$ cat config.mk
export PLATFORM = sky130hd
export DESIGN_NAME = buzz_controller
export DESIGN_NICKNAME = d
export VERILOG_FILES = /design/src/rtl/buzz_controller.sv
export SDC_FILE = /design/constraint.sdc
export NUM_CORES = 1
export LEC_CHECK = 0
export ABC_CLOCK_PERIOD_IN_PS = 2200
export CAP_MARGIN = 20
export CORE_MARGIN = 8
export CORE_UTILIZATION = 55
export CTS_CLUSTER_DIAMETER = 150
export DETAILED_ROUTE_END_ITERATION = 8
export PLACE_DENSITY_LB_ADDON = 0.08
export SETUP_SLACK_MARGIN = 0.5
export SLEW_MARGIN = 20
export SYNTH_ARGS = -nofsm -noshare
export SYNTH_HDL_FRONTEND = slang
export SYNTH_SLANG_ARGS = --single-unit
$ cat constraint.sdc
create_clock -name clk -period 2.2 [get_ports clk]
set_input_delay 0.44 -clock clk [delete_from_list [all_inputs] [get_ports clk]]
set_output_delay 0.44 -clock clk [all_outputs]
set_load 0.05 [all_outputs]
$ cat src/rtl/buzz_controller.sv
`default_nettype none
// ============================================================================
//  Module      : buzz_controller
//  Description : Piezo buzzer sequencer for Core's buzz request. A rising
//                edge on en_buzz plays beep_count tone bursts (0 counts as
//                1). Each burst is BEEP_ON cycles of a square wave with a
//                half-period of TONE_HALF cycles. Each burst is followed by
//                BEEP_OFF cycles of silence. A one-cycle buzz_finished pulse
//                follows the last gap.
//  Ports       : clk            - system clock
//                rst            - asynchronous reset, active low
//                en_buzz        - buzz request level from Core
//                beep_count     - number of bursts (0 treated as 1)
//                buzzer         - square-wave drive to the piezo
//                busy           - high while bursts or gaps are playing
//                buzz_finished  - one-cycle completion pulse to Core
//  Revision    : 1.0 - initial release
// ============================================================================
module buzz_controller #(
    parameter int TONE_HALF = 125,
    parameter int BEEP_ON   = 50000,
    parameter int BEEP_OFF  = 25000,
    parameter int CNT_W     = 17
) (
    input  logic       clk,
    input  logic       rst,
    input  logic       en_buzz,
    input  logic [2:0] beep_count,
    output logic       buzzer,
    output logic       busy,
    output logic       buzz_finished
);

    // The tone counter only has to hold TONE_HALF-1.
    localparam int TONE_W = (TONE_HALF > 1) ? $clog2(TONE_HALF) : 1;

    localparam logic [CNT_W-1:0]  C_ON_RELOAD   = CNT_W'(BEEP_ON - 1);
    localparam logic [CNT_W-1:0]  C_OFF_RELOAD  = CNT_W'(BEEP_OFF - 1);
    localparam logic [TONE_W-1:0] C_TONE_RELOAD = TONE_W'(TONE_HALF - 1);

    typedef enum logic [1:0] {
        S_IDLE = 2'd0,
        S_ON   = 2'd1,
        S_OFF  = 2'd2,
        S_DONE = 2'd3
    } state_t;

    state_t            r_state;
    logic              r_en_d;
    logic              r_go;        // start seen last cycle; enter ON now
    logic [2:0]        r_n;         // bursts still to play, including current
    logic [CNT_W-1:0]  r_cnt;       // cycles left in current burst/gap
    logic [TONE_W-1:0] r_tone;      // cycles left in current tone half-period
    logic              r_buzzer;
    logic              r_busy;
    logic              r_finished;

    logic              w_start;

    assign w_start = en_buzz & ~r_en_d;

    always_ff @(posedge clk or negedge rst) begin
        if (!rst) begin
            r_state    <= S_IDLE;
            r_en_d     <= 1'b0;
            r_go       <= 1'b0;
            r_n        <= 3'd0;
            r_cnt      <= '0;
            r_tone     <= '0;
            r_buzzer   <= 1'b0;
            r_busy     <= 1'b0;
            r_finished <= 1'b0;
        end else begin
            // Edge detection runs in every state. A rise that lands
            // while busy or in DONE is therefore consumed, not deferred.
            r_en_d     <= en_buzz;
            r_finished <= 1'b0;

            case (r_state)
                S_IDLE: begin
                    r_buzzer <= 1'b0;
                    r_busy   <= 1'b0;
                    if (r_go) begin
                        r_go     <= 1'b0;
                        r_state  <= S_ON;
                        r_cnt    <= C_ON_RELOAD;
                        r_tone   <= C_TONE_RELOAD;
                        r_buzzer <= 1'b1;
                        r_busy   <= 1'b1;
                    end else if (w_start) begin
                        r_go <= 1'b1;
                        r_n  <= (beep_count == 3'd0) ? 3'd1 : beep_count;
                    end
                end

                S_ON: begin
                    if (!en_buzz) begin
                        r_state  <= S_IDLE;
                        r_buzzer <= 1'b0;
                        r_busy   <= 1'b0;
                    end else if (r_cnt == '0) begin
                        r_state  <= S_OFF;
                        r_cnt    <= C_OFF_RELOAD;
                        r_buzzer <= 1'b0;
                    end else begin
                        r_cnt <= r_cnt - 1'b1;
                        if (r_tone == '0) begin
                            r_buzzer <= ~r_buzzer;
                            r_tone   <= C_TONE_RELOAD;
                        end else begin
                            r_tone <= r_tone - 1'b1;
                        end
                    end
                end

                S_OFF: begin
                    r_buzzer <= 1'b0;
                    if (!en_buzz) begin
                        r_state <= S_IDLE;
                        r_busy  <= 1'b0;
                    end else if (r_cnt == '0) begin
                        if (r_n == 3'd1) begin
                            r_n        <= 3'd0;
                            r_state    <= S_DONE;
                            r_busy     <= 1'b0;
                            r_finished <= 1'b1;
                        end else begin
                            // Next burst restarts tone phase from the top.
                            r_n      <= r_n - 3'd1;
                            r_state  <= S_ON;
                            r_cnt    <= C_ON_RELOAD;
                            r_tone   <= C_TONE_RELOAD;
                            r_buzzer <= 1'b1;
                        end
                    end else begin
                        r_cnt <= r_cnt - 1'b1;
                    end
                end

                S_DONE: begin
                    r_state  <= S_IDLE;
                    r_buzzer <= 1'b0;
                    r_busy   <= 1'b0;
                end

                default: begin
                    r_state  <= S_IDLE;
                    r_buzzer <= 1'b0;
                    r_busy   <= 1'b0;
                end
            endcase
        end
    end

    assign buzzer        = r_buzzer;
    assign busy          = r_busy;
    assign buzz_finished = r_finished;

endmodule
`default_nettype wire

==> results of run 1 <==
-- critical path, cell delays in order, from the launching register on --
cell	delay (ns)
dfrtp_1	0.41
or4_4	0.57
buf_4	0.17
nor4_4	0.26
buf_6	0.20
a31oi_4	0.10
and2_4	0.19
mux2_4	0.29
-- flip-flops by register name, indices dropped and copies added, names as in the netlist --
register and cells:
busy 1, r_state 2, buzz_finished 1, r_go 1, r_n 3, r_en_d 1, buzzer 1, r_cnt 17
r_tone 7
-- power groups by stage --
stage	logic [mW]	clock network (mW)	registers (mW)
finish	2.54	0.569	0.976
detailed placement	1.85	0	0.954
floorplan	1.17	0	0.992
global placement	1.81	0	0.947
CTS	2.27	0.553	0.951
global route	2.67	0.600	0.990
-- layout make-up --
| type | count | share of cell area [%] |
|---|---|---|
| multi-input combinational | 197 | 48.7 |
| sequential | 34 | 25.7 |
| timing repair buffer | 75 | 19.0 |
| clock buffer | 8 | 3.32 |
| tap | 50 | 1.89 |
| inverter | 13 | 1.47 |
-- per-stage QoR --
stage	utilization [%]	cells	power (mW)	area (sq um)
after floorplan	-	254	2.17	2360
after global placement	69.5	346	2.76	2760
after detailed placement	69.5	346	2.81	2760
after CTS	79.8	373	3.77	3170
after global routing	83.4	377	4.26	3310
final	83.4	377	4.08	3310
-- cell usage after synthesis, types with 2 or more instances --
| master | count | area, sq um |
|---|---|---|
| a211oi_1 | 2 | 15.0 |
| a21boi_0 | 2 | 15.0 |
| a21o_1 | 2 | 15.0 |
| a21oi_1 | 6 | 30.0 |
| a22o_1 | 7 | 61.3 |
| a2bb2oi_1 | 3 | 26.3 |
| a31oi_1 | 13 | 81.3 |
| a41oi_1 | 2 | 17.5 |
| and2_1 | 3 | 18.8 |
| clkbuf_1 | 10 | 37.5 |
| dfrtp_1 | 34 | 851 |
| ha_1 | 9 | 113 |
| inv_1 | 13 | 48.8 |
| mux2i_1 | 2 | 20.0 |
| nand2_1 | 25 | 93.8 |
| nand2b_1 | 8 | 50.1 |
| nand3_1 | 3 | 15.0 |
| nor2_1 | 20 | 75.1 |
| nor2b_1 | 2 | 12.5 |
| nor3_1 | 8 | 40.0 |
| nor3b_1 | 2 | 15.0 |
| nor4_1 | 3 | 18.8 |
| nor4b_1 | 4 | 35.0 |
| o211ai_1 | 6 | 45.0 |
| o21a_1 | 2 | 15.0 |
| o21ai_0 | 16 | 80.1 |
| o21ai_1 | 4 | 20.0 |
| o22a_1 | 2 | 17.5 |
| o22ai_1 | 5 | 31.3 |
| o31ai_1 | 3 | 22.5 |
| or2_2 | 4 | 25.0 |
| or3_1 | 3 | 18.8 |
| or4_1 | 2 | 15.0 |
| or4_4 | 2 | 22.5 |
-- how the worst max path moves through the flow --
| stage | from | depth (start not counted) | slack, ns | to |
|---|---|---|---|---|
| 2_1_floorplan | r_cnt[5] | 6 | -0.12 | r_tone[1] |
| 3_3_place_gp | r_cnt[0] | 8 | 0.02 | r_cnt[9] |
| 5_1_grt | r_cnt[5] | 7 | -0.14 | r_cnt[0] |
| 4_1_cts | r_cnt[2] | 5 | 0.006 | r_cnt[13] |
| 6_report | r_cnt[5] | 7 | -0.11 | r_tone[1] |
| 3_5_place_dp | r_cnt[0] | 8 | 0.005 | r_cnt[9] |
-- what timing repair did --
action                     4_1_cts  5_1_grt
gates cloned                     1        0
buffers inserted                18        4
pin swaps                       14        8
setup endpoints to repair       35       32
resized for setup               38       22
-- cells by family after synthesis --
kind of cell | Yosys count | share of synthesized area (%)
adder cells (fa/ha/maj) | 9 | 5.03
flip-flops | 34 | 38.0
AO/OA/AOI/OAI | 88 | 27.7
multiplexers | 3 | 1.40
AND/OR/NAND/NOR | 96 | 23.5
buffers and inverters | 24 | 4.36
-- metal layers --
layer / GRT usage (%) / vias up / wire length (um)
met4: 12.4 / 0 / 327
met1: 28.5 / 1231 / 3180
li1: - / 1098 / -
met5: 0 / - / 0
met3: 6.76 / 58 / 803
met2: 37.3 / 196 / 3730
==> qor.csv, run 1 <==
stage,metric,value,unit
clock_tree,clock_sinks,34,
logic_synthesis,ys.flop_type,dfrtp_1,
global_routing,groute.usage.overall,23.6,%
placement,preCtsSetupSlack,0.00466,ns
cells_and_area,syn2layout_area_growth,47.9,%
drt,drc,0,
placement,port_buffers,8,
setup_path,reg2reg_depth,7,
cells_and_area,nets,341,
logic_synthesis,ys_warn_count,0,
placement,place_congestion,0.903,
floorplan,die_area,6370,sq um
clock_tree,hold_buffers,0,
clock_tree,cts.path.max_buffers,2,
power,power_density,1230,nW/um^2
drt,drt-total-wl,8040,um
cells_and_area,multi_input_area,1610,sq um
drt,drtIter0Drc,370,
floorplan,placementRows,23,
power,internal_power,2.31,mW
cells_and_area,seqCellArea,851,sq um
timing,hold_slack,0.491,ns
setup_path,startpoint_type,register,
timing,slew_viol_final,0,
setup_path,ff2ff_setup_slack,-0.11,ns
clock_tree,htreeDepth,2,
power,seqPwrFrac,23.9,%
hold_path,min_path_type,register to register,
hold_path,holdPathStages,1,
drt,dr.pass1.iters,5,
logic_synthesis,synthCells,254,
cells_and_area,num_antenna_cells,0,
outcome,violations,setup timing,
timing,final-setup-viol-count,27,
setup_path,required,2.40,ns
floorplan,initial_core_util,56.4,%
floorplan,die_y,79.8,um
logic_synthesis,synth_cell_types,56,
drt,ant_nets,0,
global_routing,grt_pass1_wl,11900,um
setup_path,path_max_fanout,6,
drt,wl_per_cell,21.3,um
logic_synthesis,seq_area_frac_synth,38.0,%
flow_run,max_cap_viol_count,0,
clock_tree,insertion_delay,0.31,ns
power,power_frac_comb,62.1,%
logic_synthesis,synth_edf_count,0,
setup_path,reg2reg_from,r_cnt[5],
cells_and_area,drive_gt1_share,40.7,%
global_routing,grt_max_degree,35,
timing,maxSlewHeadroom,52.5,%
global_routing,antenna_found_initial,0,
floorplan,die_w,79.8,um
setup_path,worstPathArrival,2.51,ns
timing,rsz0062_at_grt,yes,
hold_path,holdPathEnd,r_n[1],
setup_path,end_kind,register,
drt,vias,2583,
logic_synthesis,synth_area_per_cell,8.82,sq um
cells_and_area,fill_cells,205,
logic_synthesis,syn_nets,269,
power,total_leakage_power,1.41,nW
clock_tree,cts_tree,yes,
cells_and_area,final_cell_mix,"buf_4 (54), dfrtp_1 (34), nand2_1 (22)",
timing,fin_skew,0.0105,ns
clock_tree,numCtsBuffers,5,
floorplan,coreArea,3970,sq um
power,net-switching-power,1.77,mW
logic_synthesis,ys_ff_latch,34,
logic_synthesis,syn_area,2240,sq um
timing,tightest_slew,0.706,ns
floorplan,boundaryPins,9,
timing,tns,-1.59,ns
timing,hold_viol,0,
timing,postLayoutSetupSlackWorst,-0.114,ns
clock_tree,cts_root_buffer,clkbuf_8,
clock_tree,clk_pin_slew,0.08,ns
setup_path,r2r-end,r_tone[1],
power,switching_share,43.4,%
setup_path,worst-setup-path-type,register to register,
global_routing,grt_pass1_vias,2450,
outcome,status,"complete, but fails checks",
drt,routed_via_density,6.85,
power,ir_drop,0.865,mV
timing,fin_crit_sh,105,%
global_routing,overflow,0,
logic_synthesis,synthArstFlopShare,100,%
placement,dpl.hpwl,4640,um
hold_path,holdCritStartpoint,r_n[1],
timing,min_period,2.31,ns
timing,fmax,432,MHz
power,p_clk_share,13.9,%
cells_and_area,final_common_cell,buf_4,
No activity file was read; power rests on OpenSTA's default activity.
==> run 2: changes to the inputs <==
--- a/config.mk
+++ b/config.mk
@@ -6,7 +6,6 @@
 export NUM_CORES = 1
 export LEC_CHECK = 0
 export ABC_CLOCK_PERIOD_IN_PS = 2200
-export CAP_MARGIN = 20
 export CORE_MARGIN = 8
 export CORE_UTILIZATION = 55
 export CTS_CLUSTER_DIAMETER = 150
@@ -17,3 +16,4 @@
 export SYNTH_ARGS = -nofsm -noshare
 export SYNTH_HDL_FRONTEND = slang
 export SYNTH_SLANG_ARGS = --single-unit
+export TNS_END_PERCENT = 50
==> run 2 against run 1 <==
Clock power shrank 13%. Final area shrank 3.5%. Via count shrank 9.9%. Highest routed layer unchanged. The run still ends with setup timing left. Cell count shrank 2.9%.
==> qor.csv, run 2 (synthesis results as in run 1) <==
stage,metric,value,unit
cells_and_area,final_cell_mix,"buf_4 (43), dfrtp_1 (34), nand2_1 (23)",
floorplan,die_area,6370,sq um
cells_and_area,fin_area,3200,sq um
setup_path,worstPathArrival,2.43,ns
timing,final-setup-viol-count,5,
clock_tree,clk_pin_slew,0.08,ns
drt,drc,0,
cells_and_area,final_common_cell,buf_4,
timing,fmax,446,MHz
setup_path,worst-setup-path-type,register to register,
floorplan,coreArea,3970,sq um
timing,fin_crit_sh,102,%
timing,hold_viol,0,
global_routing,groute.usage.overall,21.3,%
cells_and_area,drive_gt1_share,36.1,%
timing,postLayoutSetupSlackWorst,-0.0428,ns
timing,rsz0062_at_grt,yes,
clock_tree,cts.path.max_buffers,2,
global_routing,overflow,0,
power,total_power,3.75,mW
setup_path,startpoint_type,register,
floorplan,die_w,79.8,um
cells_and_area,syn2layout_area_growth,42.7,%
drt,wl_per_cell,19.2,um
placement,port_buffers,8,
floorplan,initial_core_util,56.4,%
clock_tree,numCtsBuffers,5,
clock_tree,htreeDepth,2,
floorplan,die_y,79.8,um
timing,hold_slack,0.512,ns
timing,min_period,2.24,ns
cells_and_area,top_regs,"r_cnt: 17 flops, r_tone: 7 flops, r_n: 3 flops",
power,power_density,1170,nW/um^2
timing,fin_skew,0.00890,ns
clock_tree,cts_tree,yes,
drt,drtIter0Drc,315,
cells_and_area,largest_register_ffs,17,
timing,slew_viol_final,0,
placement,place_congestion,0.938,
power,ir_drop,0.701,mV
clock_tree,clock_sinks,34,
drt,routed_via_density,6.36,
floorplan,placementRows,23,
drt,drt-total-wl,7030,um
drt,dr.pass1.iters,5,
placement,dpl.hpwl,4470,um
setup_path,end_kind,register,
global_routing,grt_pass1_wl,10700,um
placement,placed_cell_area,2720,sq um
cells_and_area,nets,330,
outcome,violations,setup timing,
hold_path,min_path_type,register to register,
floorplan,boundaryPins,9,
setup_path,required,2.39,ns
global_routing,grt_pass1_vias,2179,
global_routing,antenna_found_initial,0,
flow_run,max_cap_viol_count,0,
cells_and_area,largest-register,r_cnt,
clock_tree,cts_root_buffer,clkbuf_8,
clock_tree,hold_buffers,0,
drt,vias,2327,
outcome,status,"complete, but fails checks",
global_routing,grt_max_degree,35,
drt,ant_nets,0,
power,total_leakage_power,1.36,nW
setup_path,path_max_fanout,7,
cells_and_area,num_antenna_cells,0,
timing,maxSlewHeadroom,60.8,%
clock_tree,insertion_delay,0.30,ns
timing,tightest_slew,0.586,ns
[run 2: cell count changes in the layout (fill, tap and decap cells not counted), sizes merged]
cell,previous run,this run
buf,67,56
dlygate4sd2,3,0
dlymetal6s2s,0,3
clkbuf,8,7
clkinv,0,1
[run 2: cell type report]
class | count | area [sq um]
inverters | 13 | 48.8
clock buffers | 7 | 86.3
flip-flops and latches | 34 | 851
fillers | 231 | 776
multi-input cells | 197 | 1590
clock inverters | 1 | 5.00
repair buffers | 64 | 557
well taps | 50 | 62.6
[run 2: layer usage]
metal	GRT usage, %	wire [um]	up-vias	part of all wire [%]
li1	-	-	1074	-
met1	28.2	3100	1130	44
met2	33.4	3330	105	47
met3	4.39	473	18	6.7
met4	7.45	124	0	1.8
met5	0	0	-	0
[run 2: final timing paths]
| path | from | end | slack [ns] | depth (start not counted) |
|---|---|---|---|---|
| max | r_cnt[5] | r_tone[1] | -0.04 | 5 |
| min | r_tone[3] | r_tone[3] | 0.51 | 1 |
| max reg2reg | r_cnt[5] | r_tone[1] | -0.04 | 5 |
| min reg2reg | r_tone[3] | r_tone[3] | 0.51 | 1 |
| max in group asynchronous | rst | r_cnt[14] | 1.31 | 2 |
| min in group asynchronous | rst | r_n[2] | 0.56 | 2 |
[run 2: repair_timing]
| item | CTS | global route |
|---|---|---|
| endpoints found under the setup margin | 35 | 35 |
| gates resized for setup | 24 | 31 |
| pin swaps | 6 | 22 |
| buffers inserted | 11 | 4 |
| gates cloned | 1 | 0 |
[run 2: power by group]
group	leakage (nW)	internal [mW]	switching, mW	total (mW)
combinational	0.906	1.06	1.25	2.31
sequential	0.408	0.801	0.144	0.945
clock	0.0482	0.253	0.242	0.495
[run 2: critical path: stages, from the launching register on]
cell     delay [ns]
dfrtp_1        0.38
or4_4          0.55
or4_4          0.53
o21ai_4        0.19
and2_4         0.19
mux2_4         0.29
[run 2: stage by stage]
step	util, %	setup WS (ns)	instances	setup TNS, ns
2_1_floorplan	-	-0.116	254	-0.117
3_3_place_gp	68.4	-0.0327	342	-0.0327
3_5_place_dp	68.4	-0.0171	342	-0.0365
4_1_cts	75.2	0.0172	362	0
5_1_grt	80.5	-0.104	366	-0.672
6_report	80.5	-0.0428	366	-0.119
